===== src/rtl/post_code_logger.sv =====
// POST-code logger: queues port-0x80 writes in a FIFO and replays each one as "HH\r\n" on an 8N1 UART TX pin.
// Optional feature (macro POST_DEDUP_EN): a code equal to the last accepted code is discarded.
module post_code_logger #(
    parameter int DEPTH_LOG2 = 4,
    parameter int BAUD_DIV   = 286
) (
    input  logic                lclk,
    input  logic                lreset_n,
    input  logic                post_wr,
    input  logic [7:0]          post_data,
    output logic                tx,
    output logic [DEPTH_LOG2:0] fifo_count,
    output logic                overflow,
    output logic                busy
);
    localparam int DEPTH = 2 ** DEPTH_LOG2;
    localparam int BW    = $clog2(BAUD_DIV);
    localparam logic [DEPTH_LOG2:0]   CNT_FULL  = (DEPTH_LOG2 + 1)'(DEPTH);
    localparam logic [DEPTH_LOG2:0]   CNT_ZERO  = {(DEPTH_LOG2 + 1){1'b0}};
    localparam logic [DEPTH_LOG2:0]   CNT_ONE   = (DEPTH_LOG2 + 1)'(1);
    localparam logic [DEPTH_LOG2-1:0] PTR_ONE   = DEPTH_LOG2'(1);
    localparam logic [BW-1:0]         BAUD_LAST = BW'(BAUD_DIV - 1);
    localparam logic [BW-1:0]         BAUD_ONE  = BW'(1);

    typedef enum logic [2:0] {
        S_IDLE = 3'd0,
        S_POP  = 3'd1,
        S_HI   = 3'd2,
        S_LO   = 3'd3,
        S_CR   = 3'd4,
        S_LF   = 3'd5
    } state_t;

    state_t                r_state;
    state_t                w_state_nxt;
    logic [7:0]            r_mem [DEPTH];
    logic [DEPTH_LOG2-1:0] r_wptr;
    logic [DEPTH_LOG2-1:0] r_rptr;
    logic [DEPTH_LOG2:0]   r_count;
    logic                  r_overflow;
    logic                  r_tx;
    logic                  r_busy;
    logic [7:0]            r_code;
    logic [3:0]            r_bit_cnt;
    logic [BW-1:0]         r_baud_cnt;
    logic                  w_pop;
    logic                  w_push;
    logic                  w_drop;
    logic                  w_dup;
    logic                  w_sending;
    logic                  w_char_done;
    logic                  w_tx_nxt;
    logic [7:0]            w_char;
    logic [9:0]            w_frame;

    function automatic logic [7:0] hex_ascii(input logic [3:0] nib);
        if (nib < 4'd10) begin
            hex_ascii = 8'h30 + {4'h0, nib};
        end else begin
            hex_ascii = 8'h37 + {4'h0, nib};
        end
    endfunction

`ifdef POST_DEDUP_EN
    logic [7:0] r_last;
    logic       r_last_vld;

    assign w_dup = r_last_vld && (post_data == r_last);

    // Remember the most recently accepted code for duplicate suppression
    always_ff @(posedge lclk or negedge lreset_n) begin
        if (!lreset_n) begin
            r_last     <= 8'h00;
            r_last_vld <= 1'b0;
        end else if (w_push) begin
            r_last     <= post_data;
            r_last_vld <= 1'b1;
        end
    end
`else
    assign w_dup = 1'b0;
`endif

    // A pop frees a slot in the same cycle, so a full FIFO still accepts a push then
    assign w_pop  = (r_state == S_POP) && (r_count != CNT_ZERO);
    assign w_push = post_wr && !w_dup && ((r_count != CNT_FULL) || w_pop);
    assign w_drop = post_wr && !w_dup && (r_count == CNT_FULL) && !w_pop;

    // FIFO storage write port
    always_ff @(posedge lclk) begin
        if (w_push) begin
            r_mem[r_wptr] <= post_data;
        end
    end

    // FIFO pointers, occupancy and sticky overflow
    always_ff @(posedge lclk or negedge lreset_n) begin
        if (!lreset_n) begin
            r_wptr     <= {DEPTH_LOG2{1'b0}};
            r_rptr     <= {DEPTH_LOG2{1'b0}};
            r_count    <= CNT_ZERO;
            r_overflow <= 1'b0;
        end else begin
            if (w_push) begin
                r_wptr <= r_wptr + PTR_ONE;
            end
            if (w_pop) begin
                r_rptr <= r_rptr + PTR_ONE;
            end
            case ({w_push, w_pop})
                2'b10:   r_count <= r_count + CNT_ONE;
                2'b01:   r_count <= r_count - CNT_ONE;
                default: r_count <= r_count;
            endcase
            if (w_drop) begin
                r_overflow <= 1'b1;
            end
        end
    end

    // Character currently being serialised for the active state
    always_comb begin
        w_char = 8'h0A;
        case (r_state)
            S_HI:    w_char = hex_ascii(r_code[7:4]);
            S_LO:    w_char = hex_ascii(r_code[3:0]);
            S_CR:    w_char = 8'h0D;
            default: w_char = 8'h0A;
        endcase
    end

    assign w_frame     = {1'b1, w_char, 1'b0};
    assign w_sending   = (r_state == S_HI) || (r_state == S_LO) || (r_state == S_CR) || (r_state == S_LF);
    assign w_char_done = (r_bit_cnt == 4'd9) && (r_baud_cnt == BAUD_LAST);

    // Sender next-state and next TX bit
    always_comb begin
        w_state_nxt = r_state;
        w_tx_nxt    = 1'b1;
        case (r_state)
            S_IDLE: begin
                if (r_count != CNT_ZERO) begin
                    w_state_nxt = S_POP;
                end else begin
                    w_state_nxt = S_IDLE;
                end
            end
            S_POP: begin
                if (w_pop) begin
                    w_state_nxt = S_HI;
                end else begin
                    w_state_nxt = S_IDLE;
                end
            end
            S_HI: begin
                w_tx_nxt = w_frame[r_bit_cnt];
                if (w_char_done) begin
                    w_state_nxt = S_LO;
                end else begin
                    w_state_nxt = S_HI;
                end
            end
            S_LO: begin
                w_tx_nxt = w_frame[r_bit_cnt];
                if (w_char_done) begin
                    w_state_nxt = S_CR;
                end else begin
                    w_state_nxt = S_LO;
                end
            end
            S_CR: begin
                w_tx_nxt = w_frame[r_bit_cnt];
                if (w_char_done) begin
                    w_state_nxt = S_LF;
                end else begin
                    w_state_nxt = S_CR;
                end
            end
            S_LF: begin
                w_tx_nxt = w_frame[r_bit_cnt];
                if (w_char_done) begin
                    w_state_nxt = S_IDLE;
                end else begin
                    w_state_nxt = S_LF;
                end
            end
            default: begin
                w_state_nxt = S_IDLE;
                w_tx_nxt    = 1'b1;
            end
        endcase
    end

    // Sender state register
    always_ff @(posedge lclk or negedge lreset_n) begin
        if (!lreset_n) begin
            r_state <= S_IDLE;
        end else begin
            r_state <= w_state_nxt;
        end
    end

    // Baud and bit counters; they restart for every character so characters abut exactly
    always_ff @(posedge lclk or negedge lreset_n) begin
        if (!lreset_n) begin
            r_baud_cnt <= {BW{1'b0}};
            r_bit_cnt  <= 4'd0;
        end else if (w_sending) begin
            if (r_baud_cnt == BAUD_LAST) begin
                r_baud_cnt <= {BW{1'b0}};
                if (r_bit_cnt == 4'd9) begin
                    r_bit_cnt <= 4'd0;
                end else begin
                    r_bit_cnt <= r_bit_cnt + 4'd1;
                end
            end else begin
                r_baud_cnt <= r_baud_cnt + BAUD_ONE;
            end
        end else begin
            r_baud_cnt <= {BW{1'b0}};
            r_bit_cnt  <= 4'd0;
        end
    end

    // Code latch, registered TX line and busy flag
    always_ff @(posedge lclk or negedge lreset_n) begin
        if (!lreset_n) begin
            r_code <= 8'h00;
            r_tx   <= 1'b1;
            r_busy <= 1'b0;
        end else begin
            if (w_pop) begin
                r_code <= r_mem[r_rptr];
            end
            r_tx   <= w_tx_nxt;
            r_busy <= (r_count != CNT_ZERO) || (r_state != S_IDLE);
        end
    end

    assign tx         = r_tx;
    assign fifo_count = r_count;
    assign overflow   = r_overflow;
    assign busy       = r_busy;

endmodule


===== config.mk =====
export PLATFORM = sky130hd
export DESIGN_NAME = post_code_logger
export DESIGN_NICKNAME = d
export VERILOG_FILES = /design/src/rtl/post_code_logger.sv
export SDC_FILE = /design/constraint.sdc
export NUM_CORES = 1
export LEC_CHECK = 0
export CORE_ASPECT_RATIO = 1.25
export CORE_UTILIZATION = 55
export DETAILED_ROUTE_END_ITERATION = 12
export HOLD_SLACK_MARGIN = 0.05
export PLACE_DENSITY = 0.77
export SYNTH_ARGS = -nofsm -noshare
export SYNTH_HDL_FRONTEND = slang
export SYNTH_SLANG_ARGS = --single-unit

===== constraint.sdc =====
create_clock -name lclk -period 3 [get_ports lclk]
set_input_delay 0.45 -clock lclk [delete_from_list [all_inputs] [get_ports lclk]]
set_output_delay 0.45 -clock lclk [all_outputs]
set_load 0.05 [all_outputs]

==> reports/qor.yml <==
yosys:
  ys_warn_count: 0
  yosys.area_share.simple_pct: 6.54
  synth_commonest_cells: "128 x edfxtp_1, 42 x nand2_1, 39 x dfrtp_1"
  synth_compound_area_share_pct: 4.29
  synthFlopType: "edfxtp_1"
  synth.most_common_cell: "edfxtp_1"
  syn-cell-area_um2: 7170
  synth_top_family_by_area: "multiplexers"
  synth.area.top_cells: "edfxtp_1 54%, dfrtp_1 14%, mux4_2 7.9%"
  syn_area_per_cell_um2: 16.2
  synth_xor_area_share_pct: 2.69
  synth-edff-count: 128
  muxShareOfSynthArea_pct: 13.5
  synth_top_area_share_pct: 53.6
  yosysSeqAreaShare_pct: 67.6
  yosys.area_share.adder_pct: 2.90
  synth_seq_cells: 168
  yosys.area.top_type: "edfxtp_1"
  synthDistinctLibCells: 43
  synthCells: 443
  syn_nets: 470
  synthArstFlopShare_pct: 23.8
critical_path:
  crit_buf_inv: 3
  crit_chain: "nor4_4 > nor2b_4 > or2_1 > inv_2 > ha_2 > inv_1 > fa_1 > inv_1 > a21o_1 > a21oi_1 > xnor2_1 > nor2_1 > xor2_1"
  crit_required_ns: 3.30
  worstSetupEndpointType: "flip-flop"
  path_class: "reg -> reg"
  critPathSlowestCell: "dfrtp_2"
  crit_fanout: 17
  crit_arrival_ns: 3.07
  cpLargestDelayFamily: "simple AND/OR/NAND/NOR gates"
  slowest_delay_ns: 0.45
  critPathMostFrequentCell: "inv_1"
  critical_path.startpoint_type: "flip-flop"
  rrSetupSlack_ns: 0.23
floorplan:
  die_w_um: 104
  boundaryPins: 19
  core_um2: 12700
  start_util_pct: 56.4
  rows: 46
  dieArea_um2: 13500
  die_h_um: 130
min_path:
  hold_class: "in -> async"
sta:
  hold_viol: 0
  worst_pin_slew_ns: 0.878
  post-route-period-util_pct: 92.2
  relSlewSlack_pct: 41.5
  rsz0062_at_grt: "no"
  clock_skew_ns: 0.00819
  drv_slew: 0
  max_clock_freq_mhz: 361
  finalSetupViolations: 0
  finalSetupTns_ns: 0
  final.min_clock_period_ns: 2.77
clock_tree:
  cts_buffer_depth: 2
  cts_sinks: 168
  clk_latency_ns: 0.42
  root_buffer: "clkbuf_16"
  clkSlewWorstSetupHoldPaths_ns: 0.06
  cts_made_buffers: 17
  htreeDepth: 4
  cts_tree: "done"
global_routing:
  grt_max_degree: 41
  grt_use_total_pct: 21.4
  first_global_vias: 3997
  antenna_found_initial: 0
  grt_pass1_wl_um: 21300
  grt_overflow_total: 0
routing:
  postRouteAntennaNets: 0
  via_per_inst: 5.76
  vias: 3819
  drt_iter0_drc: 272
  drt-wirelength-per-cell_um: 19.5
  drt-pass1-iter-count: 4
  drc: 0
  wl_um: 12900
power:
  p_per_area_nw_per_um2: 913
  leakage_uw: 0.00302
  ir_drop_uv: 511
placement:
  placedCellCount: 631
  routabilityCongestion: 0.873
  dpl.hpwl_um: 8610
  port_buffers: 18
cells_and_area:
  layout-drive-gt1-share_pct: 17.8
  syn_to_final_growth_pct: 14.5
  nets: 509
  num-fill-cells: 848
  num_antenna_cells: 0
  final_cells: 663
job:
  max-cap-violations: 0
run_status:
  status: "complete, no violations"
[area by class of cell]
class                      instances  area (um^2)  share of cell area (%)
clock buffer                      17          425                    5.18
clock inverter                    15          146                    1.78
inverter                          19         71.3                   0.869
multi-input combinational        238         2170                    26.4
sequential                       168         4850                    59.1
tap                              168          210                    2.56
timing repair buffer              38          338                    4.11
[cells in the final DEF, fill, tap and decap left out, drive strengths merged, types with 9 or more instances in the layout]
master / instances
nand2: 42
buf: 21
clkdlybuf4s50: 17
xnor2: 13
clkbuf: 17
xor2: 9
inv: 30
dfrtp: 39
mux4: 40
nor2: 33
a21oi: 16
ha: 15
nand3: 9
edfxtp: 128
o21ai: 16
[metrics by stage]
| stage | hold slack [ns] | area [um^2] | util (%) | setup WS (ns) | power (uW) |
|---|---|---|---|---|---|
| global route | 0.223 | 8210 | 64.5 | 0.000177 | 7900 |
| finish | 0.145 | 8210 | 64.5 | 0.233 | 7500 |
| global placement | 0.476 | 7620 | 59.9 | 0.267 | 5340 |
| detailed placement | 0.476 | 7620 | 59.9 | 0.0805 | 5440 |
| CTS | 0.176 | 8190 | 64.4 | 0.0468 | 7530 |
| floorplan | 0.154 | 7180 | - | 0.0225 | 4850 |
[per-layer routing]
| layer | vias up | track usage [%] | share of wire (%) |
|---|---|---|---|
| li1 | 1774 | - | - |
| met3 | 15 | 4.53 | 3.5 |
| met4 | 0 | 8.15 | 1.7 |
| met5 | - | 0 | 0 |
| met1 | 1943 | 25.6 | 40 |
| met2 | 87 | 38.5 | 55 |
[cells by family (layout without fill, tap and decap cells)]
family          after synthesis  count (layout)
mux                          41              41
flops                       168             168
xor+xnor                     22              22
simple gates                108             108
fa+ha+maj                    16              16
compound gates               51              51
buf+inv                      37              89
[worst reg2reg max path: stages (launching register included)]
cell,delay (ns)
dfrtp_2,0.45
nor4_4,0.34
nor2b_4,0.22
or2_1,0.14
inv_2,0.12
ha_2,0.23
inv_1,0.11
fa_1,0.22
inv_1,0.05
a21o_1,0.17
a21oi_1,0.23
xnor2_1,0.15
nor2_1,0.07
xor2_1,0.13
[repair_timing]
action,CTS,global route
buffers inserted,0,0
setup endpoints to repair,0,1
resized for setup,0,4
hold buffers,0,0
[sequential cells by signal, indices dropped and copies added (netlist names)]
signal and cells:
r_mem 128, fifo_count 5, r_wptr 4, r_rptr 4
r_bit_cnt 4, r_code 8, tx 1, r_state 3
r_baud_cnt 9, overflow 1, busy 1
[where the power goes]
part	internal, uW	switching (uW)
Combinational	1040	1180
Sequential	2890	310
Clock	1110	969
[path summary, 6_finish.rpt]
| check | start | end | cells after the start |
|---|---|---|---|
| worst max-delay path | fifo_count[1] | fifo_count[4] | 13 |
| worst min-delay path | lreset_n | r_baud_cnt[4] | 1 |
| worst max register to register | fifo_count[1] | fifo_count[4] | 13 |
| worst min register to register | overflow | overflow | 1 |
| max in group asynchronous | lreset_n | fifo_count[0] | 1 |
| min in group lclk | overflow | overflow | 1 |
Note: power is estimated with default switching activity, not from simulation.
